$ cat src/rtl/ccff_io_cfg_sequencer.sv
`default_nettype none
// ============================================================================
//  Module   : ccff_io_cfg_sequencer
//  Purpose  : Streams a configuration bitstream into a ccff scan chain while
//             the IOs are isolated, and reads back the previous chain contents
//             from the chain tail as the new bits are shifted in.
//  Ports    : prog_clk/prog_rst_n   - clock, async active-low reset
//             cfg_start/cfg_abort   - begin / abandon a programming sequence
//             cfg_data/valid/ready  - bitstream words, MSB shifted first
//             ccff_head/shift_en    - serial data and enable to the chain
//             ccff_tail             - serial data from the chain tail
//             IO_ISOL_N             - 0 = IOs isolated
//             rb_data/rb_valid      - readback words of old chain contents
//             cfg_busy/done/err     - status (err is a sticky abort flag)
//  Revision : 1.0 - initial release
// ============================================================================
module ccff_io_cfg_sequencer #(
    parameter int CHAIN_LEN  = 16,
    parameter int WORD_W     = 8,
    parameter int ISO_CYC    = 4,
    parameter int SETTLE_CYC = 4
) (
    input  logic              prog_clk,
    input  logic              prog_rst_n,
    input  logic              cfg_start,
    input  logic              cfg_abort,
    input  logic [WORD_W-1:0] cfg_data,
    input  logic              cfg_valid,
    output logic              cfg_ready,
    output logic              ccff_head,
    output logic              ccff_shift_en,
    input  logic              ccff_tail,
    output logic              IO_ISOL_N,
    output logic [WORD_W-1:0] rb_data,
    output logic              rb_valid,
    output logic              cfg_busy,
    output logic              cfg_done,
    output logic              cfg_err
);

    localparam int c_BL_W    = $clog2(CHAIN_LEN + 1);
    localparam int c_CNT_W   = $clog2(WORD_W + 1);
    localparam int c_CYC_MAX = (ISO_CYC > SETTLE_CYC) ? ISO_CYC : SETTLE_CYC;
    localparam int c_CYC_W   = (c_CYC_MAX > 1) ? $clog2(c_CYC_MAX) : 1;

    localparam logic [c_BL_W-1:0]  c_CHAIN_LEN   = c_BL_W'(CHAIN_LEN);
    localparam logic [c_BL_W-1:0]  c_BL_ONE      = c_BL_W'(1);
    localparam logic [c_CNT_W-1:0] c_WORD_W      = c_CNT_W'(WORD_W);
    localparam logic [c_CNT_W-1:0] c_CNT_ONE     = c_CNT_W'(1);
    localparam logic [c_CNT_W-1:0] c_RB_LAST     = c_CNT_W'(WORD_W - 1);
    localparam logic [c_CYC_W-1:0] c_CYC_ONE     = c_CYC_W'(1);
    localparam logic [c_CYC_W-1:0] c_ISO_LAST    = c_CYC_W'(ISO_CYC - 1);
    localparam logic [c_CYC_W-1:0] c_SETTLE_LAST = c_CYC_W'(SETTLE_CYC - 1);

    typedef enum logic [2:0] {
        S_IDLE    = 3'd0,
        S_ISOLATE = 3'd1,
        S_SHIFT   = 3'd2,
        S_SETTLE  = 3'd3,
        S_DONE    = 3'd4
    } state_t;

    state_t               r_state;
    state_t               r_next;
    logic [c_CYC_W-1:0]   r_cyc;
    logic [c_BL_W-1:0]    r_bits_left;
    logic [WORD_W-1:0]    r_buf;
    logic [c_CNT_W-1:0]   r_cnt;
    logic [WORD_W-2:0]    r_rb_sh;      // readback samples gathered so far, right-aligned
    logic [c_CNT_W-1:0]   r_rb_cnt;
    logic                 r_err;

    logic                 w_busy;
    logic                 w_shift;
    logic                 w_ready;
    logic                 w_accept;
    logic                 w_abort;
    logic                 w_start;
    logic                 w_rb_fire;
    logic [WORD_W-1:0]    w_rb_word;
    logic [c_CNT_W-1:0]   w_load_cnt;

    assign w_busy    = (r_state == S_ISOLATE) || (r_state == S_SHIFT) || (r_state == S_SETTLE);
    assign w_shift   = (r_state == S_SHIFT) && (r_cnt != '0);
    assign w_ready   = (r_state == S_SHIFT) && (r_cnt == '0) && (r_bits_left != '0);
    assign w_accept  = w_ready && cfg_valid;
    assign w_abort   = cfg_abort && w_busy;
    assign w_start   = cfg_start && ((r_state == S_IDLE) || (r_state == S_DONE));
    assign w_rb_word = {r_rb_sh, ccff_tail};
    // A readback word closes on its WORD_W-th sample or on the last chain bit.
    assign w_rb_fire = w_shift && ((r_rb_cnt == c_RB_LAST) || (r_bits_left == c_BL_ONE));

    // The final word only carries the bits still owed to the chain.
    always_comb begin
        w_load_cnt = c_WORD_W;
        if (int'(r_bits_left) < WORD_W) begin
            w_load_cnt = c_CNT_W'(r_bits_left);
        end
    end

    always_ff @(posedge prog_clk or negedge prog_rst_n) begin
        if (!prog_rst_n) begin
            r_state <= S_IDLE;
        end else begin
            r_state <= r_next;
        end
    end

    always_comb begin
        r_next        = r_state;
        cfg_ready     = w_ready;
        ccff_shift_en = w_shift;
        ccff_head     = w_shift & r_buf[WORD_W-1];
        rb_valid      = w_rb_fire;
        // Partial final word is left-aligned; idle value is zero.
        rb_data       = w_rb_fire ? (w_rb_word << (c_RB_LAST - r_rb_cnt)) : '0;
        IO_ISOL_N     = (r_state == S_DONE);
        cfg_busy      = w_busy;
        cfg_done      = (r_state == S_DONE);
        cfg_err       = r_err;

        case (r_state)
            S_IDLE, S_DONE: begin
                if (cfg_start) r_next = S_ISOLATE;
            end
            S_ISOLATE: begin
                if (r_cyc == c_ISO_LAST) r_next = S_SHIFT;
            end
            S_SHIFT: begin
                if ((w_shift && (r_bits_left == c_BL_ONE)) || (r_bits_left == '0)) begin
                    r_next = S_SETTLE;
                end
            end
            S_SETTLE: begin
                if (r_cyc == c_SETTLE_LAST) r_next = S_DONE;
            end
            default: r_next = S_IDLE;
        endcase

        if (w_abort) r_next = S_IDLE;
    end

    always_ff @(posedge prog_clk or negedge prog_rst_n) begin
        if (!prog_rst_n) begin
            r_cyc       <= '0;
            r_bits_left <= '0;
            r_buf       <= '0;
            r_cnt       <= '0;
            r_rb_sh     <= '0;
            r_rb_cnt    <= '0;
            r_err       <= 1'b0;
        end else if (w_abort) begin
            r_cyc       <= '0;
            r_bits_left <= '0;
            r_buf       <= '0;
            r_cnt       <= '0;
            r_rb_sh     <= '0;
            r_rb_cnt    <= '0;
            r_err       <= 1'b1;
        end else begin
            if (r_next != r_state) begin
                r_cyc <= '0;
            end else if ((r_state == S_ISOLATE) || (r_state == S_SETTLE)) begin
                r_cyc <= r_cyc + c_CYC_ONE;
            end

            if (w_start) begin
                r_err       <= 1'b0;
                r_bits_left <= c_CHAIN_LEN;
                r_buf       <= '0;
                r_cnt       <= '0;
                r_rb_sh     <= '0;
                r_rb_cnt    <= '0;
            end else if (w_accept) begin
                r_buf <= cfg_data;
                r_cnt <= w_load_cnt;
            end else if (w_shift) begin
                r_buf       <= {r_buf[WORD_W-2:0], 1'b0};
                r_cnt       <= r_cnt - c_CNT_ONE;
                r_bits_left <= r_bits_left - c_BL_ONE;
                if (w_rb_fire) begin
                    r_rb_sh  <= '0;
                    r_rb_cnt <= '0;
                end else begin
                    r_rb_sh  <= w_rb_word[WORD_W-2:0];
                    r_rb_cnt <= r_rb_cnt + c_CNT_ONE;
                end
            end
        end
    end

endmodule
`default_nettype wire

$ cat config.mk
export PLATFORM = sky130hd
export DESIGN_NAME = ccff_io_cfg_sequencer
export DESIGN_NICKNAME = d
export VERILOG_FILES = /design/src/rtl/ccff_io_cfg_sequencer.sv
export SDC_FILE = /design/constraint.sdc
export NUM_CORES = 1
export LEC_CHECK = 0
export CORE_MARGIN = 2
export CORE_UTILIZATION = 39
export CTS_BUF_LIST = sky130_fd_sc_hd__clkbuf_4
export DETAILED_ROUTE_END_ITERATION = 10
export GPL_ROUTABILITY_DRIVEN = 0
export PLACE_DENSITY = 0.68
export SYNTH_ARGS = -nofsm -noshare
export SYNTH_HDL_FRONTEND = slang
export SYNTH_SLANG_ARGS = --single-unit
$ cat constraint.sdc
create_clock -name prog_clk -period 2.65 [get_ports prog_clk]
set_input_delay 0.53 -clock prog_clk [delete_from_list [all_inputs] [get_ports prog_clk]]
set_output_delay 0.53 -clock prog_clk [all_outputs]
set_load 0.05 [all_outputs]
* Yosys cells after proc, flatten, opt, wreduce, memory -nomap -nowiden
Index checks and enable logic that the tools add are counted.
** Operators by class
- Shift operators :: 1
- Equality and inequality tests :: 9
- Mux-type cells :: 35
- Magnitude comparators :: 1
- Reductions and logical operators :: 25
- Add/subtract/negate cells :: 5
- Bitwise logic cells :: 1
** Operator list (count)
- two-way mux 4 bit :: 10
- two-way mux 8 bit :: 5
- two-way mux 7 bit :: 5
- two-way mux 5 bit :: 4
- two-way mux 3 bit :: 5
- case mux 3 bit (4 select lines) :: 1
- logical AND 1 bit :: 8
- nonzero test 4 bit :: 2
- left shift 8 x 4 -> 8 bit :: 1
- equality test 3 x 2 -> 1 bit (second input constant) :: 2
- logical OR 1 bit :: 6
- two-way mux 2 bit :: 3
- nonzero test 3 bit :: 2
- equality test 5 x 1 -> 1 bit (second input constant) :: 1
- zero test 5 bit :: 1
- less-than comparator 5 x 4 -> 1 bit (second input constant) :: 1
- nonzero test 5 bit :: 1
- subtractor 5 x 1 -> 5 bit (second input constant) :: 1
- adder 4 x 1 -> 4 bit (second input constant) :: 1
- equality test 4 x 3 -> 1 bit (second input constant) :: 1
- zero test 4 bit :: 1
- subtractor 3 x 4 -> 4 bit (first input constant) :: 1
- subtractor 4 x 1 -> 4 bit (second input constant) :: 1
- equality test 3 x 1 -> 1 bit (second input constant) :: 1
- 11 further kinds :: 12
** Word-level totals
- Output and inout port bits :: 16
- Register bits after elaboration :: 34

* Longest topological paths before layout
- Depth in word-level cells :: 10
- Gate-level depth with buffers :: 9

* Worst setup path after synthesis
No wires, ideal clock.
- Path type :: flip-flop to output port
- From :: reg r_cnt[0]
- To :: out rb_data[3]
- Stages on the path, launching flop included :: 9
- Data arrival time :: 2379 ps
- Slack :: -259 ps
- Cell sequence :: dfrtp_1 > inv_1 > ha_1 > or3b_1 > buf_6 > nand2_4 > inv_2 > nand3b_1 > a211oi_1
** Between the ends
- Word-level cells in the longest chain between the ends :: 4
** Ends and longest elaborated chain
- from (decl) :: RTL line 68 : logic [c_CNT_W-1:0] r_cnt;
- from (signal assigned) :: RTL line 176 : r_cnt <= w_load_cnt;
- from (signal assigned) :: RTL line 179 : r_cnt <= r_cnt - c_CNT_ONE;
- nonzero test 4 bit :: RTL line 84 : assign w_shift = (r_state == S_SHIFT) && (r_cnt != '0);
- logical AND 1 bit :: RTL line 84
- logical AND 1 bit :: RTL line 91 : assign w_rb_fire = w_shift && ((r_rb_cnt == c_RB_LAST) || (r_bits_left == c_BL_ONE));
- two-way mux 8 bit :: RTL line 116 : rb_data = w_rb_fire ? (w_rb_word << (c_RB_LAST - r_rb_cnt)) : '0;
- to (decl) :: RTL line 34 : output logic [WORD_W-1:0] rb_data,
Every way passes these cells.

* Worst setup path after layout
- From :: reg r_bits_left[1]
- To :: out rb_data[7]
** Between the ends
- Word-level cells in the longest chain between the ends :: 4
** Ends and longest elaborated chain
- from (decl) :: RTL line 66 : logic [c_BL_W-1:0] r_bits_left;
- from (signal assigned) :: RTL line 169 : r_bits_left <= c_CHAIN_LEN;
- from (signal assigned) :: RTL line 180 : r_bits_left <= r_bits_left - c_BL_ONE;
- equality test 5 x 1 -> 1 bit :: RTL line 91
- logical OR 1 bit :: RTL line 91
- logical AND 1 bit :: RTL line 91
- two-way mux 8 bit :: RTL line 116
Every way passes these cells.

==> metrics <==
status finished, final reports clean; H-tree depth 2; grt ovf 0; VDD IR max 0.473 mV; clock transition at the registers of the reported paths 110 ps; Post-Layout Cell Count 331; synthesized area 2080 µm²; CP startpoint kind register; hold_buf cts 0; Bufs and invs on worst path 2; Worst-Margin Slew 584 ps; Rows 26; Achievable Freq 0.379 GHz; initial core utilization 40.5%; Post-synth EDFFs 0; first-pass GRT wire length 7.83 mm; critical path capture point type output port; final setup margin 13.3 ps; # DRC 0; Final min period 2640 ps; P&R area growth vs syn 34.4%; DP Area 2590 µm²; Worst Clk Skew 3.04 ps; initial antenna violation count 0; First-pass DRT Iterations 4; PwrDens 489 nW/µm²; Seq cells post-synth 34; post-synthesis async set-or-reset flop share 100%; CP Cell Sequence inv_2 > ha_4 > nor4b_4 > a31oi_1 > or3_4 > a21oi_4 > buf_12; Slew HR 60.9%; hold crit path type reg2reg; largest net degree at the start of global routing 35; chip width 77.0 µm; Crit-path slowest cell or3_4; detailed-route wire length 4.74 mm; Post-DRT Antenna Nets 0; post-route setup TNS 0 ps; synthesized instance count 218; Synthesis Warnings 0; ys flop type dfrtp_1; unrepaired setup endpoints after global routing true; Mean Syn Cell Area 9.54 µm²; Fillers 484; critical path class reg2out; TritonCTS buffer count 5; finished layout cell area 2790 µm²; Root Buffer Master clkbuf_4; Detailed Place HPWL 3.34 mm; vias in the first global route 1636; commonest non-fill, non-tap cell in the layout dfrtp_1; CTS Sinks 34; CTS tree built; die height 77.0 µm; CP Max Fanout 4; # IOs 30; Skew-Pair Late Insertion Delay 340 ps; max incr delay on CP 460 ps; layout cell share with drive strength beyond 1 28.4%; Post-Syn Nets 239; Crit path required time 2120 ps; Final period util 99.5%; Tot GR Track Use 16.8%; Longest Clk Path Bufs 2; die area 5930 µm²; max-cap violations 0; # diodes 0; crit path DAT 2110 ps; Final Max Slew Viols 0; Starting DRT DRC Count 189; most frequent cells in the layout dfrtp_1 (30), buf_4 (23), nand2_1 (19), nor2_1 (18), clkdlybuf4s50_1 (14); CORE AREA 5140 µm²; Post-layout nets 281; placed cell count 314; DP Worst Slack 171 ps; leakage power 1.16 nW; register area share after synthesis 40.9%; via count 1808; CP top delay family simple AND/OR/NAND/NOR gates; # setup viols final 0; Hold Vio Cnt, Final 0; Via-to-Cell Ratio 5.46; routed length per instance 14.3 µm; Yosys cell types 49; port bufs 29
## routing by layer
layer  vias to the layer above  wire length (µm)  part of all wire [%]  global-route usage [%]
met5                         -                 0                     0                       0
met4                         0                59                   1.2                    5.89
met3                         6               252                   5.3                    4.00
met2                        49              2240                    47                    26.5
met1                       871              2190                    46                    22.6
li1                        882                 -                     -                       -
## layout make-up
type | count | area [µm²] | area share, %
clock inverters | 3 | 16.3 | 0.582
flip-flops and latches | 34 | 856 | 30.6
clock buffers | 5 | 37.5 | 1.34
multi-input cells | 161 | 1220 | 43.5
repair buffers | 49 | 547 | 19.6
inverters | 9 | 33.8 | 1.21
well taps | 70 | 87.6 | 3.13
## registers in the layout (all words and copies together) (netlist names)
signal / count
cfg_err: 1
r_cnt: 4
r_cyc: 2
r_bits_left: 5
r_rb_sh: 7
r_buf: 8
r_rb_cnt: 4
r_state: 3
## where the power goes
part / leakage (nW) / switching (W) / internal [W]
Combinational: 0.671 / 0.000261 / 0.000173
Sequential: 0.461 / 0.0000850 / 0.000563
Clock: 0.0286 / 0.000186 / 0.0000986
## worst paths after layout
check | slack, ps | depth (start not counted) | endpoint | start
setup reg to reg | 420 | 8 | r_cyc[0] | r_cnt[1]
min in group asynchronous | 590 | 2 | r_rb_sh[5] | prog_rst_n
hold reg to reg | 520 | 1 | r_rb_sh[6] | r_rb_sh[6]
setup / recovery | 10 | 7 | rb_data[7] | r_bits_left[1]
hold / removal | 520 | 1 | r_rb_sh[6] | r_rb_sh[6]
max in group asynchronous | 1730 | 2 | r_bits_left[2] | prog_rst_n
## cells in the mapped netlist (2+ instances only)
library cell,number,area [µm²]
mux2i_1,6,60.1
nand3_1,8,40.0
nor3_1,3,15.0
xor2_1,5,43.8
o41ai_1,2,17.5
o21a_1,2,15.0
dfrtp_1,34,851
a22o_1,8,70.1
nand4_1,4,25.0
mux4_2,4,90.1
and3_1,2,12.5
nor2b_1,2,12.5
o21ai_0,12,60.1
mux2_2,3,33.8
a21oi_1,11,55.1
a211oi_1,3,22.5
nand2_1,19,71.3
ha_1,7,87.6
buf_2,4,20.0
nand3b_1,2,15.0
nand2b_1,2,12.5
xnor2_1,3,26.3
or3b_2,2,17.5
or4b_1,2,20.0
a31oi_1,9,56.3
inv_1,8,30.0
clkbuf_1,7,26.3
nor2_1,22,82.6
nor3b_1,2,15.0
## cell families (layout without fill, tap and decap cells)
| group | count (synthesis) | in the layout | synth area share (%) |
|---|---|---|---|
| adder cells (fa/ha/maj) | 7 | 7 | 4.21 |
| AND/OR/NAND/NOR | 79 | 79 | 20.6 |
| flip-flops | 34 | 34 | 40.9 |
| multiplexers | 13 | 13 | 8.84 |
| XOR/XNOR | 8 | 8 | 3.37 |
| buffers and inverters | 23 | 66 | 4.93 |
| AO/OA/AOI/OAI | 54 | 54 | 17.1 |
## what timing repair did
item,4_1_cts,5_1_grt
resized for setup,6,19
gates cloned,0,0
setup buffers,2,7
pin swaps,0,5
setup endpoints to repair,9,10
## metrics by stage
step | power, W | util (%) | hold slack (ps)
floorplan | 0.000936 | - | 234
global placement | 0.00107 | 50.3 | 488
detailed placement | 0.00109 | 50.3 | 491
CTS | 0.00138 | 52.1 | 522
global route | 0.00146 | 54.4 | 537
finish | 0.00137 | 54.4 | 518
Note: power is estimated with default switching activity, not from simulation.
